### src/rtl/uart_tx_arbiter.sv
// ---------------------------------------------------------------------------
// uart_tx_arbiter
//
// Shares one UART transmit path among NUM_REQ byte-stream requesters.
// Ownership is granted round-robin and kept for a whole packet.
// A packet ends on the last byte, after MAX_BURST bytes, or when the owner
// withdraws its request.
// Each byte goes through a start-strobe / done handshake with the transmitter.
// A watchdog releases the grant if the transmitter never reports done.
//
// Parameters
//   NUM_REQ     number of requesters (2..8)
//   MAX_BURST   bytes per grant before forced release (1..255)
//   TX_TIMEOUT  cycles allowed waiting for done; 0 disables the watchdog
//
// Ports
//   clk          system clock
//   reset_n      asynchronous active-low reset
//   i_Req        per-requester byte-valid / request
//   i_Byte       per-requester byte, requester k on bits [8k+7:8k]
//   i_Last       per-requester "presented byte ends the packet"
//   o_Ack        one-cycle pulse, the presented byte was taken
//   o_Grant      one-hot current owner, zero when idle
//   o_Tx_Ready   one-cycle start strobe to the transmitter
//   o_Tx_Byte    byte to transmit, stable from strobe until done/abort
//   i_Tx_Done    one-cycle pulse, transmitter finished a byte
//   i_Tx_Active  transmitter busy; blocks arbitration while high
//   o_Busy       high whenever not idle
//   o_Timeout    one-cycle pulse on watchdog abort
// ---------------------------------------------------------------------------
module uart_tx_arbiter #(
   parameter int NUM_REQ    = 4,
   parameter int MAX_BURST  = 16,
   parameter int TX_TIMEOUT = 200000
) (
   input  logic                 clk,
   input  logic                 reset_n,
   input  logic [NUM_REQ-1:0]   i_Req,
   input  logic [8*NUM_REQ-1:0] i_Byte,
   input  logic [NUM_REQ-1:0]   i_Last,
   output logic [NUM_REQ-1:0]   o_Ack,
   output logic [NUM_REQ-1:0]   o_Grant,
   output logic                 o_Tx_Ready,
   output logic [7:0]           o_Tx_Byte,
   input  logic                 i_Tx_Done,
   input  logic                 i_Tx_Active,
   output logic                 o_Busy,
   output logic                 o_Timeout
);

   localparam int PTR_W   = (NUM_REQ > 1) ? $clog2(NUM_REQ) : 1;
   localparam int BURST_W = $clog2(MAX_BURST + 1);
   localparam int WD_W    = (TX_TIMEOUT > 1) ? $clog2(TX_TIMEOUT + 1) : 1;

   localparam logic [PTR_W:0]     NUM_REQ_W   = (PTR_W + 1)'(NUM_REQ);
   localparam logic [PTR_W-1:0]   LAST_IDX    = PTR_W'(NUM_REQ - 1);
   localparam logic [BURST_W-1:0] BURST_LIMIT = BURST_W'(MAX_BURST);
   localparam logic [WD_W-1:0]    WD_LAST     = WD_W'((TX_TIMEOUT > 0) ? TX_TIMEOUT - 1 : 0);
   localparam logic [NUM_REQ-1:0] GRANT_LSB   = NUM_REQ'(1);

   localparam logic [1:0] ST_IDLE      = 2'd0;
   localparam logic [1:0] ST_SEND      = 2'd1;
   localparam logic [1:0] ST_WAIT_DONE = 2'd2;

   logic [1:0]         state_q;
   logic [NUM_REQ-1:0] grant_q;
   logic [PTR_W-1:0]   owner_q;
   logic [PTR_W-1:0]   ptr_q;
   logic [BURST_W-1:0] burst_q;
   logic               last_q;
   logic [WD_W-1:0]    wd_q;
   logic [7:0]         tx_byte_q;

   logic [7:0]         req_byte [NUM_REQ];
   logic [PTR_W:0]     cand;
   logic [PTR_W-1:0]   win_idx;
   logic               win_found;
   logic               keep_going;
   logic               wd_expire;
   logic               do_release;

   // Unpack the flat byte bus so requesters can be indexed directly.
   always_comb begin
      for (int k = 0; k < NUM_REQ; k++) begin
         req_byte[k] = i_Byte[8*k +: 8];
      end
   end

   // Round-robin pick: scan from the farthest candidate back toward the
   // pointer so the last hit, which is the nearest one, wins.
   // NOTE: every variable written here gets a default first, so no path leaves
   // one unassigned and no latch is inferred.
   always_comb begin
      win_found = 1'b0;
      win_idx   = '0;
      cand      = '0;
      for (int i = NUM_REQ - 1; i >= 0; i--) begin
         cand = {1'b0, ptr_q} + (PTR_W + 1)'(i);
         if (cand >= NUM_REQ_W) begin
            cand = cand - NUM_REQ_W;
         end
         if (i_Req[cand[PTR_W-1:0]]) begin
            win_found = 1'b1;
            win_idx   = cand[PTR_W-1:0];
         end
      end
   end

   // The owner keeps the transmitter only while it still requests, the last
   // byte has not gone out, and the burst allowance is not used up.
   always_comb begin
      keep_going = i_Req[owner_q] && !last_q && (burst_q < BURST_LIMIT);
      // A done in the expiry cycle wins over the watchdog.
      wd_expire  = (TX_TIMEOUT != 0) && (state_q == ST_WAIT_DONE) &&
                   (wd_q == WD_LAST) && !i_Tx_Done;
      do_release = (state_q == ST_WAIT_DONE) &&
                   ((i_Tx_Done && !keep_going) || wd_expire);
   end

   // NOTE: sequential state uses non-blocking assignments only, so every
   // register in this block sees the values from before the clock edge.
   always_ff @(posedge clk or negedge reset_n) begin
      if (!reset_n) begin
         state_q   <= ST_IDLE;
         grant_q   <= '0;
         owner_q   <= '0;
         ptr_q     <= '0;
         burst_q   <= '0;
         last_q    <= 1'b0;
         wd_q      <= '0;
         tx_byte_q <= 8'h00;
      end else begin
         case (state_q)
            ST_IDLE: begin
               if (!i_Tx_Active && win_found) begin
                  grant_q   <= GRANT_LSB << win_idx;
                  owner_q   <= win_idx;
                  tx_byte_q <= req_byte[win_idx];
                  burst_q   <= '0;
                  state_q   <= ST_SEND;
               end
            end
            ST_SEND: begin
               // Any done seen during the strobe cycle is ignored.
               burst_q <= burst_q + 1'b1;
               last_q  <= i_Last[owner_q];
               wd_q    <= '0;
               state_q <= ST_WAIT_DONE;
            end
            ST_WAIT_DONE: begin
               if (do_release) begin
                  grant_q <= '0;
                  ptr_q   <= (owner_q == LAST_IDX) ? '0 : owner_q + 1'b1;
                  state_q <= ST_IDLE;
               end else if (i_Tx_Done) begin
                  tx_byte_q <= req_byte[owner_q];
                  wd_q      <= '0;
                  state_q   <= ST_SEND;
               end else if (TX_TIMEOUT != 0) begin
                  wd_q <= wd_q + 1'b1;
               end
            end
            default: begin
               state_q <= ST_IDLE;
               grant_q <= '0;
            end
         endcase
      end
   end

   // Strobe and acknowledge are the same event, decoded from the SEND state.
   assign o_Tx_Ready = (state_q == ST_SEND);
   assign o_Ack      = grant_q & {NUM_REQ{state_q == ST_SEND}};
   assign o_Grant    = grant_q;
   assign o_Tx_Byte  = tx_byte_q;
   assign o_Busy     = (state_q != ST_IDLE);
   assign o_Timeout  = wd_expire;

endmodule

### config.mk
export PLATFORM = sky130hd
export DESIGN_NAME = uart_tx_arbiter
export DESIGN_NICKNAME = d
export VERILOG_FILES = /design/src/rtl/uart_tx_arbiter.sv
export SDC_FILE = /design/constraint.sdc
export NUM_CORES = 1
export LEC_CHECK = 0
export CAP_MARGIN = 20
export CORE_ASPECT_RATIO = 2
export CORE_UTILIZATION = 51
export CTS_BUF_LIST = sky130_fd_sc_hd__clkbuf_4 sky130_fd_sc_hd__clkbuf_8 sky130_fd_sc_hd__clkbuf_16
export DETAILED_ROUTE_END_ITERATION = 16
export HOLD_SLACK_MARGIN = 0.06
export PLACE_DENSITY = 0.81
export SETUP_SLACK_MARGIN = 0.15
export SYNTH_ARGS = -nofsm -noshare
export SYNTH_HDL_FRONTEND = slang
export SYNTH_SLANG_ARGS = --single-unit
### constraint.sdc
create_clock -name clk -period 2.7 [get_ports clk]
set_input_delay 0.27 -clock clk [delete_from_list [all_inputs] [get_ports clk]]
set_output_delay 0.27 -clock clk [all_outputs]
set_load 0.05 [all_outputs]
Word-level counts from Yosys, hierarchy flattened

Cells that the tools add are included.

Magnitude comparators: 12
Equal/unequal tests: 9
Bitwise gates (word level): 4
Muxes and demuxes: 47
$add $sub $neg: 10
Shifts and indexed selects: 1
Reductions and logical operators: 24

Operators by type and width:

| cell                                                      | count |
|---|---|
| two-way mux 8 bit                                         | 7 |
| two-way mux 18 bit                                        | 2 |
| case mux 18 bit (2 select lines)                          | 1 |
| binary-select mux 8 bit (select 2 bit)                    | 2 |
| two-way mux 2 bit                                         | 12 |
| adder 18 x 1 -> 18 bit (second input constant)            | 1 |
| == test 18 bit (second input constant)                    | 1 |
| case mux 8 bit (2 select lines)                           | 1 |
| greater-or-equal comparator 3 bit (second input constant) | 5 |
| < comparator 2 x 3 -> 1 bit (second input constant)       | 5 |
| binary-select mux 1 bit (select 2 bit)                    | 6 |
| case mux 4 bit (3 select lines)                           | 1 |
| two-way mux 1 bit                                         | 10 |
| case mux 5 bit (2 select lines)                           | 1 |
| AND reduction 2 bit                                       | 5 |
| two-way mux 4 bit                                         | 2 |
| inequality test 2 bit (second input constant)             | 4 |
| nonzero test 2 bit                                        | 4 |
| subtractor 2 x 1 -> 2 bit (second input constant)         | 4 |
| logical AND 1 bit                                         | 7 |
| adder 2 x 2 -> 3 bit (second input constant)              | 2 |
| inverter 2 -> 3 bit                                       | 2 |
| case mux 2 bit (3 select lines)                           | 1 |
| adder 5 x 1 -> 5 bit (second input constant)              | 1 |
| 16 further kinds                                          | 20 |

Register bits: 42
Output and inout port bits: 19
Word-level logic and storage cells: 115
Input bits: 44

Logic depth before layout (Yosys ltp)

Depth after elaboration: 15
Depth in mapped cells: 8
Depth with buffers taken out: 6

Least setup slack after synthesis

No wires, ideal clock.

Path type: flip-flop to output port
Start: register state_q[1]
End: output o_Ack[0]
Cell stages (with the launch flop): 6
Data arrival time: 1.905 ns
Data required time: 2.430 ns
Slack: 0.525 ns
Path through: dfrtp_1 > nand2b_1 > clkbuf_1 > inv_1 > clkbuf_1 > and2_1

Cells in the longest elaborated chain, start to end: 2

RTL lines:

| item                   | RTL line | source |
|---|---|---|
| from (decl)            | 65       | `logic [1:0] state_q;` |
| from (signal assigned) | 124      | `state_q <= ST_IDLE;` |
| from (signal assigned) | 140      | `state_q <= ST_SEND;` |
| from (signal assigned) | 148      | `state_q <= ST_WAIT_DONE;` |
| == test 2 x 1 -> 1 bit | n/a      |  |
| net o_Tx_Ready         | 43       | `output logic o_Tx_Ready,` |
| AND 4 bit              | 173      | `assign o_Ack = grant_q & {NUM_REQ{state_q == ST_SEND}};` |
| to (decl)              | 41       | `output logic [NUM_REQ-1:0] o_Ack,` |

The timed path passes the listed nets, and every way through them passes these cells.

Worst setup path after layout

Start: register state_q[1]
End: output o_Ack[0]

Cells in the longest elaborated chain, start to end: 2

RTL lines:

| item                   | RTL line |
|---|---|
| == test 2 x 1 -> 1 bit | 173 |
| AND 4 bit              | 173 |

No other way between the ends.

==> impl_summary.txt <==
----------------------------------------------------
[Setup path]
  Depth of the most critical reg-to-reg path ... 6
  Type of element launching the critical path ... flip-flop
  Category of the critical setup timing path ... reg2out
  Critical Path AT ... 2110 ps
  Worst path cell trace ... nand2b_1 -> inv_1 -> and2_1 -> clkdlybuf4s50_1
  Worst setup startpoint ... state_q[1]
  Critical path capture point ... o_Ack[0]
  Delay contributed by the slowest stage of the critical path ... 800 ps
  End of the worst register-to-register path ... wd_q[11]
  Crit. End Element ... output port
  Crit path max fanout ... 7
  Worst-path cell with the longest stage delay ... sky130_fd_sc_hd__clkdlybuf4s50_1
  Startpoint of the lowest-slack register-to-register path ... wd_q[0]
  Data required time of the worst path ... 2430 ps
  R2R setup slack ... 370 ps

[Logic synthesis]
  Netlist area before placement ... 2740 µm²
  Number of enable-type register cells in the synthesized netlist ... 0
  Async S/R FF share, synth ... 1.00
  Net count after synthesis ... 344
  Synthesized instance count ... 297
  Top cells by area, synth ... sky130_fd_sc_hd__dfrtp_1, sky130_fd_sc_hd__mux4_2, sky130_fd_sc_hd__nand2_1, sky130_fd_sc_hd__o21ai_0, sky130_fd_sc_hd__o2111a_1
  Cell types with the highest counts after synthesis ... sky130_fd_sc_hd__dfrtp_1, sky130_fd_sc_hd__nand2_1, sky130_fd_sc_hd__nor2_1
  Cell with the most instances after synthesis ... sky130_fd_sc_hd__dfrtp_1
  Count of state elements after synthesis ... 42
  Mean post-synth cell area ... 9.22 µm²
  Most frequently used flop master after synthesis ... sky130_fd_sc_hd__dfrtp_1
  Synth top area share ... 0.384
  Register area share after synthesis ... 0.384
  Synth area leader ... sky130_fd_sc_hd__dfrtp_1
  Synth warn ... 0
  Library cells used by synthesis ... 47

[Clock network]
  TritonCTS clock tree ... done
  Register clock-pin slew on the reported worst setup and hold paths ... 90 ps
  CTS Root Buffer Type ... sky130_fd_sc_hd__clkbuf_8
  Clock Latency Late Sink ... 300 ps
  Count of H-tree levels built during CTS ... 2
  CTS Hold Buffers Added ... 0
  Number of CTS-inserted buffers ... 5
  Number of clock sinks seen by CTS ... 42
  Post-CTS setup buffer count ... 0
  Number of cells upsized or downsized after cts ... 0
  Maximum root-to-sink buffer count ... 2

[Timing]
  Final count of pins violating max slew ... 0
  Worst Tran Pin Value ... 950 ps
  Worst hold slack ... 100 ps
  Least setup slack across all paths after layout ... 324 ps
  Slew margin rel. ... 0.366
  Final critical-path required period ... 2380 ps
  Accumulated negative setup slack ... 0 ps
  Fin Clk Skew ... 5.30 ps
  Maximum achievable frequency ... 421 MHz
  Crit share post-route ... 0.880
  RSZ-0062 raised after global routing ... false
  Number of failing setup endpoints in the final timing report ... 0
  Final hold violations ... 0

[Die]
  Initial standard-cell utilization of the core ... 0.533
  Total number of placement rows ... 37
  Top-Level Pins ... 63
  Area of the core ... 5140 µm²
  Die boundary width ... 53.8 µm
  Total Die Area ... 5680 µm²
  Die span in y ... 106 µm

[Placed design]
  Pre-CTS setup slack ... 274 ps
  HPWL Detailed ... 5.68 mm
  Total placed instance area ... 3480 µm²
  Routability congestion estimate ... 0.895
  Input/output buffers ... 62

[Global routing]
  Via count of the first global-routing pass ... 2,792
  Global-route wire length before repair ... 12.3 mm
  Grt total ovfl ... 0
  Tot GR Track Use ... 0.295
  Antenna violations before repair ... 0
  Maximum number of pins on one net before global-route repair ... 43

[Layout]
  Area taken by flip-flops and latches ... 1050 µm²
  Total inserted antenna cells ... 0
  Post-layout instance area ... 3570 µm²
  Filler cell count in the final layout ... 414
  Footprint of the multi-input gates ... 1560 µm²
  P&R area growth vs syn ... 30.5%
  Fraction of layout instances using a drive strength above 1 ... 0.115
  Nets ... 412

[Routing]
  Iteration count of the initial detailed-routing pass ... 4
  Avg WL per Cell ... 17.7 µm
  Count of vias placed by the detailed router ... 2,689
  DR iter-0 viols ... 100
  ANT nets after route ... 0
  DRC violations left ... 0
  Final WL ... 7.52 mm
  Via-to-Cell Ratio ... 6.34

[Power and ir drop]
  Total power per unit cell area ... 914 nW/µm²
  Design Power ... 3270 µW
  Peak supply drop ... 779 µV
  Total leakage power ... 0.00147 µW

[Flow run]
  Max-cap check violation count ... 0

[Hold path]
  Worst hold path class ... in2async

[Run status]
  Status ... completed

----------------------------------------------------
## sequential cells by signal, indices dropped and copies added, names as in the netlist
name and flops:
state_q 2, wd_q 18, burst_q 5, o_Tx_Byte 8
last_q 1, o_Grant 4, ptr_q 2, owner_q 2
## routing by layer
layer,up-vias,share of wire,GRT usage
met5,-,0,0
met4,0,0.038,0.162
met3,25,0.040,0.0519
met2,100,0.57,0.534
met1,1305,0.35,0.291
li1,1259,-,-
## placed cells by master (no fill, tap or decap), types with 4 or more instances in the layout
cell type	netlist	routed
sky130_fd_sc_hd__or3_1	5	5
sky130_fd_sc_hd__o41ai_1	9	9
sky130_fd_sc_hd__nand4_1	4	4
sky130_fd_sc_hd__nand2b_1	4	4
sky130_fd_sc_hd__a211oi_1	8	8
sky130_fd_sc_hd__a21oi_1	13	13
sky130_fd_sc_hd__buf_4	0	14
sky130_fd_sc_hd__nor2_1	22	22
sky130_fd_sc_hd__clkdlybuf4s50_1	0	60
sky130_fd_sc_hd__or4_1	4	4
sky130_fd_sc_hd__and3_1	4	4
sky130_fd_sc_hd__inv_1	17	17
sky130_fd_sc_hd__dfrtp_1	42	42
sky130_fd_sc_hd__a31oi_1	10	10
sky130_fd_sc_hd__clkbuf_8	0	6
sky130_fd_sc_hd__o2111a_1	8	8
sky130_fd_sc_hd__and2_1	5	5
sky130_fd_sc_hd__nand3_1	10	10
sky130_fd_sc_hd__nand2_1	33	33
sky130_fd_sc_hd__o21ai_0	20	20
sky130_fd_sc_hd__o31ai_1	4	4
sky130_fd_sc_hd__mux4_2	10	10
sky130_fd_sc_hd__o21a_1	9	9
## power breakdown
group / internal (µW) / switching (µW)
Sequential: 796 / 140
Combinational: 744 / 1140
Clock: 206 / 237
Total: 1750 / 1520
## cells by family after synthesis
logic type,Yosys count,share of synthesized area
fa+ha+maj,3,0.0137
mux,13,0.0937
xor+xnor,2,0.00640
simple gates,112,0.216
flops,42,0.384
buf+inv,32,0.0462
compound gates,93,0.240
## critical path, delay by kind of cell (launching register included)
| kind | cells | cell delay, ps |
|---|---|---|
| and+or+nand+nor | 2 | 410 |
| DFF | 1 | 430 |
| buffers and inverters | 2 | 980 |
## layout make-up
type	instances	share of cell area
Inverter	17	0.0179
Tap cell	58	0.0203
Clock inverter	2	0.00350
Timing Repair Buffer	76	0.204
Sequential cell	42	0.294
Clock buffer	6	0.0231
Multi-Input combinational cell	223	0.437
## worst min path at each step
stage / endpoint / cells past startpoint / slack [ps] / from
3_3_place_gp: o_Tx_Byte[0] / 2 / 460 / o_Tx_Byte[0]
2_1_floorplan: burst_q[0] / 0 / -30 / reset_n
6_report: wd_q[9] / 1 / 100 / reset_n
4_1_cts: wd_q[9] / 1 / 140 / reset_n
5_1_grt: wd_q[9] / 1 / 190 / reset_n
3_5_place_dp: o_Tx_Byte[3] / 2 / 470 / o_Tx_Byte[3]
## metrics by stage
stage | std cells | util
floorplan | 297 | -
global placement | 416 | 0.677
detailed placement | 416 | 0.677
CTS | 424 | 0.695
global route | 424 | 0.695
finish | 424 | 0.695
(Power assumes the default switching activity.)
